==> src/rtl/ram_burst_ctrl_if.sv <==
// Bundle of command, write-stream, read-stream, RAM and status signals
// for the burst controller. The slave modport is the controller's view;
// the master modport is the view of whatever drives commands, supplies
// write data, consumes read data and models the RAM.
interface ram_burst_ctrl_if;
  logic        cmd_valid;
  logic        cmd_ready;
  logic        cmd_rd;
  logic [7:0]  cmd_base;
  logic [7:0]  cmd_len;
  logic        s_valid;
  logic        s_ready;
  logic [31:0] s_data;
  logic        m_valid;
  logic        m_ready;
  logic [31:0] m_data;
  logic [7:0]  ram_addr;
  logic        ram_we;
  logic [31:0] ram_din;
  logic [31:0] ram_dout;
  logic        busy;
  logic        done;

  modport slave (
    input  cmd_valid, cmd_rd, cmd_base, cmd_len,
    input  s_valid, s_data,
    input  m_ready,
    input  ram_dout,
    output cmd_ready, s_ready, m_valid, m_data,
    output ram_addr, ram_we, ram_din,
    output busy, done
  );

  modport master (
    output cmd_valid, cmd_rd, cmd_base, cmd_len,
    output s_valid, s_data,
    output m_ready,
    output ram_dout,
    input  cmd_ready, s_ready, m_valid, m_data,
    input  ram_addr, ram_we, ram_din,
    input  busy, done
  );
endinterface

==> src/rtl/ram_burst_ctrl.sv <==
// Burst controller for a 256x32 synchronous RAM. A command selects a write
// burst (stream words straight into the RAM) or a read burst (issue reads,
// buffer returning data in a 2-entry FIFO and stream it out). The address
// pointer wraps modulo 256. Writes are combinational from the stream handshake;
// reads are throttled so FIFO occupancy plus the read in flight never exceeds 2.
module ram_burst_ctrl (
  input  logic               clk,
  input  logic               rst,
  ram_burst_ctrl_if.slave    bus
);

  typedef enum logic [1:0] {
    ST_IDLE  = 2'd0,
    ST_WRITE = 2'd1,
    ST_READ  = 2'd2
  } state_t;

  state_t      state_q, state_d;
  logic [7:0]  ptr_q, ptr_d;          // RAM address pointer
  logic [7:0]  cnt_q, cnt_d;          // words left to complete, minus 1
  logic [8:0]  iss_q, iss_d;          // read words still to issue
  logic        infl_q, infl_d;        // a read was issued last cycle
  logic [1:0]  fifo_cnt_q, fifo_cnt_d;
  logic [31:0] m_data_q, m_data_d;    // FIFO head, presented on m_data
  logic [31:0] tail_q, tail_d;        // FIFO second entry
  logic        m_valid_q, m_valid_d;
  logic        done_q, done_d;
  logic        busy_q, busy_d;
  logic        cmd_ready_q, cmd_ready_d;
  logic        s_ready_q, s_ready_d;

  logic        wr_hs_s;
  logic        pop_s;
  logic [2:0]  occ_s;
  logic        rd_issue_s;

  // s_ready_q is high exactly while in WRITE, so this is the write handshake.
  assign wr_hs_s    = s_ready_q & bus.s_valid;
  assign pop_s      = m_valid_q & bus.m_ready;
  // Occupancy after this cycle's pop; pop implies a non-empty FIFO, so no underflow.
  assign occ_s      = {1'b0, fifo_cnt_q} + {2'b00, infl_q} - {2'b00, pop_s};
  assign rd_issue_s = (state_q == ST_READ) && (iss_q != 9'd0) && (occ_s < 3'd2);

  assign bus.ram_we    = wr_hs_s;
  assign bus.ram_addr  = ptr_q;
  assign bus.ram_din   = bus.s_data;
  assign bus.cmd_ready = cmd_ready_q;
  assign bus.s_ready   = s_ready_q;
  assign bus.m_valid   = m_valid_q;
  assign bus.m_data    = m_data_q;
  assign bus.busy      = busy_q;
  assign bus.done      = done_q;

  // Next-state for the burst FSM, pointer, counters and decoded status outputs.
  always_comb begin
    state_d = state_q;
    cnt_d   = cnt_q;
    iss_d   = iss_q;
    done_d  = 1'b0;
    infl_d  = rd_issue_s;
    if (wr_hs_s || rd_issue_s) begin
      ptr_d = ptr_q + 8'd1;
    end else begin
      ptr_d = ptr_q;
    end
    case (state_q)
      ST_IDLE: begin
        if (bus.cmd_valid) begin
          ptr_d   = bus.cmd_base;
          cnt_d   = bus.cmd_len;
          iss_d   = {1'b0, bus.cmd_len} + 9'd1;
          state_d = bus.cmd_rd ? ST_READ : ST_WRITE;
        end else begin
          state_d = ST_IDLE;
        end
      end
      ST_WRITE: begin
        if (wr_hs_s) begin
          if (cnt_q == 8'd0) begin
            state_d = ST_IDLE;
            done_d  = 1'b1;
          end else begin
            cnt_d = cnt_q - 8'd1;
          end
        end else begin
          cnt_d = cnt_q;
        end
      end
      ST_READ: begin
        if (rd_issue_s) begin
          iss_d = iss_q - 9'd1;
        end else begin
          iss_d = iss_q;
        end
        if (pop_s) begin
          if (cnt_q == 8'd0) begin
            state_d = ST_IDLE;
            done_d  = 1'b1;
          end else begin
            cnt_d = cnt_q - 8'd1;
          end
        end else begin
          cnt_d = cnt_q;
        end
      end
      default: begin
        state_d = ST_IDLE;
      end
    endcase
    cmd_ready_d = (state_d == ST_IDLE);
    busy_d      = (state_d != ST_IDLE);
    s_ready_d   = (state_d == ST_WRITE);
  end

  // Output FIFO: pop first (shift tail to head), then push returning RAM data.
  always_comb begin
    fifo_cnt_d = fifo_cnt_q;
    m_data_d   = m_data_q;
    tail_d     = tail_q;
    if (pop_s) begin
      m_data_d   = tail_q;
      fifo_cnt_d = fifo_cnt_q - 2'd1;
    end else begin
      fifo_cnt_d = fifo_cnt_q;
    end
    if (infl_q) begin
      if (fifo_cnt_d == 2'd0) begin
        m_data_d = bus.ram_dout;
      end else begin
        tail_d = bus.ram_dout;
      end
      fifo_cnt_d = fifo_cnt_d + 2'd1;
    end else begin
      tail_d = tail_d;
    end
    m_valid_d = (fifo_cnt_d != 2'd0);
  end

  // State registers; reset abandons any burst and empties the FIFO.
  always_ff @(posedge clk or posedge rst) begin
    if (rst) begin
      state_q     <= ST_IDLE;
      ptr_q       <= 8'd0;
      cnt_q       <= 8'd0;
      iss_q       <= 9'd0;
      infl_q      <= 1'b0;
      fifo_cnt_q  <= 2'd0;
      m_data_q    <= 32'd0;
      tail_q      <= 32'd0;
      m_valid_q   <= 1'b0;
      done_q      <= 1'b0;
      busy_q      <= 1'b0;
      cmd_ready_q <= 1'b1;
      s_ready_q   <= 1'b0;
    end else begin
      state_q     <= state_d;
      ptr_q       <= ptr_d;
      cnt_q       <= cnt_d;
      iss_q       <= iss_d;
      infl_q      <= infl_d;
      fifo_cnt_q  <= fifo_cnt_d;
      m_data_q    <= m_data_d;
      tail_q      <= tail_d;
      m_valid_q   <= m_valid_d;
      done_q      <= done_d;
      busy_q      <= busy_d;
      cmd_ready_q <= cmd_ready_d;
      s_ready_q   <= s_ready_d;
    end
  end

endmodule
==> src/flat_wrapper.sv <==
// flat-port wrapper written by rule: the top's interface ports become plain ports
module ram_burst_ctrl_flat 
  (clk, rst, bus_cmd_valid, bus_cmd_rd, bus_cmd_base, bus_cmd_len, bus_s_valid, bus_s_data, bus_m_ready, bus_ram_dout, bus_cmd_ready, bus_s_ready, bus_m_valid, bus_m_data, bus_ram_addr, bus_ram_we, bus_ram_din, bus_busy, bus_done);
  ram_burst_ctrl_if bus_i ();
  input  logic clk;
  input  logic rst;
  input wire logic [$bits(bus_i.cmd_valid)-1:0] bus_cmd_valid;
  input wire logic [$bits(bus_i.cmd_rd)-1:0] bus_cmd_rd;
  input wire logic [$bits(bus_i.cmd_base)-1:0] bus_cmd_base;
  input wire logic [$bits(bus_i.cmd_len)-1:0] bus_cmd_len;
  input wire logic [$bits(bus_i.s_valid)-1:0] bus_s_valid;
  input wire logic [$bits(bus_i.s_data)-1:0] bus_s_data;
  input wire logic [$bits(bus_i.m_ready)-1:0] bus_m_ready;
  input wire logic [$bits(bus_i.ram_dout)-1:0] bus_ram_dout;
  output wire logic [$bits(bus_i.cmd_ready)-1:0] bus_cmd_ready;
  output wire logic [$bits(bus_i.s_ready)-1:0] bus_s_ready;
  output wire logic [$bits(bus_i.m_valid)-1:0] bus_m_valid;
  output wire logic [$bits(bus_i.m_data)-1:0] bus_m_data;
  output wire logic [$bits(bus_i.ram_addr)-1:0] bus_ram_addr;
  output wire logic [$bits(bus_i.ram_we)-1:0] bus_ram_we;
  output wire logic [$bits(bus_i.ram_din)-1:0] bus_ram_din;
  output wire logic [$bits(bus_i.busy)-1:0] bus_busy;
  output wire logic [$bits(bus_i.done)-1:0] bus_done;
  assign bus_i.cmd_valid = bus_cmd_valid;
  assign bus_i.cmd_rd = bus_cmd_rd;
  assign bus_i.cmd_base = bus_cmd_base;
  assign bus_i.cmd_len = bus_cmd_len;
  assign bus_i.s_valid = bus_s_valid;
  assign bus_i.s_data = bus_s_data;
  assign bus_i.m_ready = bus_m_ready;
  assign bus_i.ram_dout = bus_ram_dout;
  assign bus_cmd_ready = bus_i.cmd_ready;
  assign bus_s_ready = bus_i.s_ready;
  assign bus_m_valid = bus_i.m_valid;
  assign bus_m_data = bus_i.m_data;
  assign bus_ram_addr = bus_i.ram_addr;
  assign bus_ram_we = bus_i.ram_we;
  assign bus_ram_din = bus_i.ram_din;
  assign bus_busy = bus_i.busy;
  assign bus_done = bus_i.done;
  ram_burst_ctrl u_core (.clk(clk), .rst(rst), .bus(bus_i));
endmodule
==> config.mk <==
export PLATFORM = sky130hd
export DESIGN_NAME = ram_burst_ctrl_flat
export DESIGN_NICKNAME = d
export VERILOG_FILES = /design/src/rtl/ram_burst_ctrl_if.sv /design/src/rtl/ram_burst_ctrl.sv /design/src/flat_wrapper.sv
export SDC_FILE = /design/constraint.sdc
export NUM_CORES = 1
export LEC_CHECK = 0
export ABC_AREA = 0
export CORE_AREA = 2 2 86 151
export CTS_CLUSTER_SIZE = 25
export DETAILED_ROUTE_END_ITERATION = 10
export DIE_AREA = 0 0 88 153
export GPL_TIMING_DRIVEN = 0
export PLACE_DENSITY = 0.8
export SETUP_SLACK_MARGIN = 0.1
export SYNTH_ARGS = -nofsm -noshare
export SYNTH_HDL_FRONTEND = slang
export SYNTH_SLANG_ARGS = --single-unit
==> constraint.sdc <==
create_clock -name clk -period 3.4 [get_ports clk]
set_clock_uncertainty 0.2 [all_clocks]
set_input_delay 0.68 -clock clk [delete_from_list [all_inputs] [get_ports clk]]
set_output_delay 0.68 -clock clk [all_outputs]
set_load 0.03 [all_outputs]
==> results of run 1 <==
-- metrics by stage --
stage                     setup TNS [ns]  setup slack (ns)
final                                  0             0.274
after global routing                   0             0.110
after CTS                              0             0.177
after detailed placement          -17.16            -0.894
after global placement            -13.91            -0.846
after floorplan                        0             0.111
-- flip-flops by register name (all words and copies together) (netlist names) --
name,count
u_core.bus.done,1
u_core.iss_q,9
u_core.bus.ram_addr,8
u_core.bus.busy,1
u_core.cnt_q,8
u_core.bus.m_data,32
u_core.bus.s_ready,1
u_core.infl_q,1
u_core.fifo_cnt_q,2
u_core.bus.cmd_ready,1
u_core.bus.m_valid,1
u_core.tail_q,32
u_core.state_q,2
-- layout by cell type (no fill, tap or decap), types with 5 or more instances in the layout --
| cell type | synthesis | routed |
|---|---|---|
| clkdlybuf4s50_1 | 0 | 130 |
| dfrtp_1 | 98 | 98 |
| nand2_1 | 52 | 52 |
| o21ai_0 | 47 | 47 |
| buf_4 | 32 | 37 |
| mux2i_1 | 33 | 33 |
| mux2_2 | 32 | 32 |
| nor2_1 | 28 | 27 |
| a21oi_1 | 26 | 26 |
| clkbuf_1 | 14 | 15 |
| inv_1 | 14 | 13 |
| xor2_1 | 12 | 12 |
| nand3_1 | 11 | 11 |
| ha_1 | 10 | 10 |
| clkbuf_16 | 0 | 9 |
| nor3_1 | 6 | 6 |
| o21ai_1 | 6 | 6 |
| a31oi_1 | 6 | 6 |
| xnor2_1 | 5 | 5 |
-- kinds of logic after synthesis --
group,Yosys count
compound gates,110
mux,65
simple gates,120
buf+inv,69
flops,99
fa+ha+maj,11
xor+xnor,17
-- final cells by class --
class                      instances  area, sq um
fill                            1055         5260
buffer                            54          338
sequential                        99         2480
clock inverter                     6         52.6
tap                              168          210
multi-input combinational        323         2210
clock buffer                      10          229
timing repair buffer             138         1390
inverter                          15         60.1
-- power groups by stage --
stage | registers, mW | logic (mW) | clock network [mW]
2_1_floorplan | 2.57 | 1.70 | 0
3_3_place_gp | 2.15 | 3.07 | 0
3_5_place_dp | 2.20 | 3.21 | 0
4_1_cts | 2.18 | 3.24 | 0.999
5_1_grt | 2.25 | 3.52 | 1.05
6_report | 2.19 | 3.25 | 0.974
-- worst max-delay path by stage --
stage	slack, ns	endpoint	from	depth (start not counted)
after global placement	-0.85	u_core.iss_q[8]	bus_m_ready	11
after detailed placement	-0.89	u_core.iss_q[8]	bus_m_ready	11
after floorplan	0.11	u_core.iss_q[8]	bus_m_ready	10
final	0.27	u_core.iss_q[8]	bus_m_ready	11
after CTS	0.18	u_core.iss_q[8]	bus_m_ready	11
after global routing	0.11	u_core.iss_q[8]	bus_m_ready	11
-- per-layer routing --
| metal | up-vias | global-route usage [%] | wire [microns] |
|---|---|---|---|
| met4 | 0 | 7.11 | 284 |
| met3 | 20 | 4.37 | 868 |
| met5 | - | 0 | 0 |
| met1 | 2082 | 21.1 | 4620 |
| li1 | 1975 | - | - |
| met2 | 170 | 36.2 | 7140 |
-- worst max-delay path, cell delays in order --
cell	delay, ns
clkdlybuf4s15_1	0.27
nand2_4	0.10
buf_6	0.17
nor2_2	0.13
o21ai_0	0.13
fa_1	0.50
nand2_1	0.08
a311oi_4	0.36
o21bai_4	0.14
or4_1	0.53
nand3_1	0.10
-- repair_timing --
action | 4_1_cts | 5_1_grt
gates resized for setup | 5 | 2
pin swaps | 2 | 2
setup endpoints to repair | 26 | 5
setup buffers | 1 | 4
==> metrics.csv, run 1 <==
metric,value,unit
gp_congestion,0.874,
cts_tree,done,
synth_most_common_cell,dfrtp_1,
slew_headroom,42.3,%
clkPwrFrac,15.2,%
timing.fmax,320,MHz
synth-compound-area-share,13.1,%
io_buffers,131,
start_util,41.4,%
r2r-start,u_core.bus.m_valid,
clk_pin_slew_worst_paths,0.08,ns
synthDistinctLibCells,52,
die_h,153,microns
regToRegSetupSlack,0.44,ns
total_power,6.41,mW
drtIter0Drc,164,
drc_errors,0,
setup_violations,0,
reg2reg_to,u_core.iss_q[8],
min_path_type,reg2reg,
status,finished clean,
internal-power,3.72,mW
placedCellCount,792,
finalCritPeriodShare,92.0,%
root_buffer,clkbuf_16,
swShare,41.9,%
grt_first_pass_wirelength,21300,microns
rsz0062_at_grt,false,
synth_simple_gate_area_share,10.9,%
antenna_found_initial,0,
synth_top_area_share,48.4,%
drive_above_1_share,15.8,%
syn_area,5060,sq um
reg2reg_depth,10,
synthAdderAreaFrac,2.87,%
syn-num-nets,588,
synth_common_cells,"dfrtp_1 (98), nand2_1 (52), o21ai_0 (47)",
hold_viol,0,
muxShareOfSynthArea,13.6,%
grt_pass1_vias,4513,
cts_max_level,3,
whs,0.311,ns
cts_buffer_depth,2,
clock_latency,0.34,ns
ys_ff_latch,99,
core,12200,sq um
ir_drop,487,uV
grt_max_degree,45,
arrival,3.20,ns
viasPerCell,5.22,
synth_area_leaders,"dfrtp_1 (48%), mux2_2 (7.1%), mux2i_1 (6.5%), buf_4 (4.7%), o21ai_0 (4.6%)",
synth_edf_count,0,
cts_made_buffers,9,
dpl_cell_area,6630,sq um
wl_per_cell,15.9,microns
final_core_util,57.0,%
setup.worst_path.start_class,input port,
whs_endpoint,u_core.tail_q[10],
pwr-share-seq,34.1,%
wirelength,12900,microns
worstHoldStart,u_core.tail_q[10],
grt_overflow_total,0,
num_rows,54,
p_leak,2.99,nW
vias,4247,
clock-sinks,99,
fp.dieArea,13500,sq um
postRouteAntennaNets,0,
grtUsageTotal,19.6,%
comb_power_share,50.7,%
required,3.47,ns
maxCapViolCount,0,
crit_path_end_kind,flop,
hpwl,9830,microns
layout_min_cycle_time,3.13,ns
num_io_pins,164,
drv_slew,0,
synth_warnings,0,
async_flop_share,100,%
fin_area,6970,sq um
synthFlopType,dfrtp_1,
stdcell_count,813,
tightest_slew,0.854,ns
path_class,in2reg,
syn_avg_cell_area,10.3,sq um
synth_top_family_by_area,multiplexers,
fin_nets,737,
synth-seq-area-share,49.0,%
diodes,0,
synth_cells,491,
die_w,88,microns
powerDensity,920,nW/um^2
p_switching,2.69,mW
yosys.area.top_type,dfrtp_1,
cp_max_fo,10,
area_growth,37.7,%
hold_path_depth,1,
dr.pass1.iters,4,
holdBufCountCts,0,
synth-xor-area-share,2.94,%
(Power assumes the default switching activity.)
==> run 2, diff against run 1 <==
Settings changed: PLACE_DENSITY 0.8 to 0.77.
Clock period 3.4 ns to 3.65 ns, I/O delays scaled along.
==> run 2 against run 1 <==
  * Cell area fell by 0.56%
  * Via count fell by 2.4%
  * Hold slack got worse by 0.0013 ns
  * Sequential cell count did not move
  * Sequential share of layout area rose by 0.20 points
  * Register-to-register slack improved by 0.13 ns
  * Global-route usage fell by 0.64 points
  * Clock-buffer cell count fell by 1
  * Routed wire length fell by 3.3%
  * Worst setup slack improved by 0.031 ns
==> metrics.csv, run 2 (synthesis gave the netlist of run 1 again) <==
metric,value,unit,change
io_buffers,131,,unchanged
drc_errors,0,,unchanged
grt_max_degree,61,,was 45
cts_made_buffers,9,,unchanged
grt_pass1_vias,4437,,was 4513
path_class,in2reg,,unchanged
r2r-start,u_core.bus.m_valid,,unchanged
slew_headroom,46.1,%,was 42.3%
path_cells,dlygate4sd2_1 > nand2_4 > buf_6 > nor2_2 > o21ai_0 > fa_1 > nand2_1 > a311oi_4 > o21bai_4 > or4_1 > nand3_1,,was clkdlybuf4s15_1 > nand2_4 > buf_6 > nor2_2 > o21ai_0 > fa_1 > nand2_1 > a311oi_4 > o21bai_4 > or4_1 > nand3_1
crit_path_end_kind,flop,,unchanged
viasPerCell,5.13,,was 5.22
whs,0.310,ns,was 0.311 ns
dr.pass1.iters,4,,unchanged
reg2reg_to,u_core.iss_q[8],,unchanged
diodes,0,,unchanged
reg2reg_depth,10,,unchanged
pre_cts_slack,-0.939,ns,was -0.894 ns
worstHoldStart,u_core.tail_q[24],,was u_core.tail_q[10]
gr-usage-met2,35.4,%,was 36.2%
regToRegSetupSlack,0.57,ns,was 0.44 ns
hold_viol,0,,unchanged
powerDensity,857,nW/um^2,was 920 nW/um^2
drtIter0Drc,118,,was 164
area_growth,37.0,%,was 37.7%
whs_endpoint,u_core.tail_q[24],,was u_core.tail_q[10]
root_buffer,clkbuf_16,,unchanged
hold_path_depth,1,,unchanged
maxCapViolCount,0,,unchanged
postRouteAntennaNets,0,,unchanged
arrival,3.41,ns,was 3.20 ns
cts_tree,done,,unchanged
cts_max_level,3,,unchanged
required,3.72,ns,was 3.47 ns
gr-usage-met3,5.24,%,was 4.37%
tightest_slew,0.797,ns,was 0.854 ns
fin_nets,733,,was 737
timing.fmax,299,MHz,
finalCritPeriodShare,91.6,%,
total_power,5.94,mW,was 6.41 mW
grtUsageMet1,19.4,%,was 21.1%
layout_min_cycle_time,3.35,ns,
cpPeakStageDelay,0.54,ns,was 0.53 ns
drive_above_1_share,15.3,%,was 15.8%
drv_slew,0,,unchanged
hpwl,9450,microns,was 9830 microns
ir_drop,399,uV,was 487 uV
fin_area,6930,sq um,was 6970 sq um
num_io_pins,164,,unchanged
die_w,88,microns,unchanged
grt_overflow_total,0,,unchanged
final_cell_mix,"clkdlybuf4s50_1 (130), dfrtp_1 (98), nand2_1 (52)",,unchanged
fp.dieArea,13500,sq um,unchanged
worst_slack,0.305,ns,was 0.274 ns
cts_buffer_depth,2,,unchanged
final_common_cell,clkdlybuf4s50_1,,unchanged
wl_per_cell,15.5,microns,was 15.9 microns
setup_violations,0,,unchanged
critPathTopFamily,simple AND/OR/NAND/NOR gates,,unchanged
cp_max_fo,10,,unchanged
gp_congestion,0.800,,was 0.874
setup_tns,0,ns,unchanged
start_util,41.4,%,unchanged
clk_pin_slew_worst_paths,0.07,ns,was 0.08 ns
grtUsageTotal,19.0,%,was 19.6%
p_leak,2.99,nW,about the same
grt_first_pass_wirelength,20300,microns,was 21300 microns
crit_slowest_cell,or4_1,,unchanged
antenna_found_initial,0,,unchanged
busiest_layer,met2,,unchanged
die_h,153,microns,unchanged
setup.worst_path.start_class,input port,,unchanged
critPathBufInv,2,,unchanged
clock_latency,0.34,ns,about the same
rsz0062_at_grt,false,,unchanged
vias,4143,,was 4247
wirelength,12500,microns,was 12900 microns
dpl_cell_area,6610,sq um,was 6630 sq um
min_path_type,reg2reg,,unchanged
num_rows,54,,unchanged
placedCellCount,791,,was 792
stdcell_count,808,,was 813
clock-sinks,99,,unchanged
final_core_util,56.7,%,was 57.0%
core,12200,sq um,unchanged
status,finished clean,,unchanged
==> run 2: changes by cell type in the layout (fill, tap and decap cells not counted), moves of 2 or more <==
| cell | previous run | this run |
|---|---|---|
| clkinv_4 | 0 | 2 |
| buf_12 | 2 | 0 |
| buf_4 | 37 | 35 |
| clkinvlp_4 | 3 | 0 |
==> run 2: worst max path at each step <==
stage,from,end,cells past startpoint
after global placement,rst,u_core.bus.m_data[28],2
final,bus_m_ready,u_core.iss_q[8],11
after floorplan,rst,u_core.bus.busy,1
after CTS,bus_m_ready,u_core.iss_q[8],11
after detailed placement,bus_m_ready,u_core.iss_q[8],11
after global routing,bus_m_ready,u_core.iss_q[8],11
==> run 2: repair_timing <==
action,4_1_cts,5_1_grt
hold buffers,0,0
endpoints found under the setup margin,17,0
buffers inserted,2,0
gates resized for setup,8,0
==> run 2: routing by layer <==
metal	share of wire [%]	routed length [microns]
met1	37	4580
met2	55	6860
met3	6.8	844
met4	1.7	213
met5	0	0
==> run 2: cell type report <==
type	count	area [sq um]
Buffer	54	338
Multi-Input combinational cell	323	2210
Clock inverter	6	55.1
Tap cell	168	210
Timing Repair Buffer	134	1350
Inverter	15	58.8
Fill cell	1080	5300
Clock buffer	9	225
Sequential cell	99	2480
==> run 2: power by group <==
group / switching, mW / internal, mW / total (mW)
registers: 0.394 / 1.64 / 2.03
logic: 1.66 / 1.35 / 3.01
clock network: 0.431 / 0.473 / 0.905
==> run 3, diff against run 2 <==
Settings changed: CTS_BUF_LIST from default to sky130_fd_sc_hd__clkbuf_8 sky130_fd_sc_hd__clkbuf_16.
==> results of run 3 <==
Final layout, timing and power as in run 2 (identical DEF).
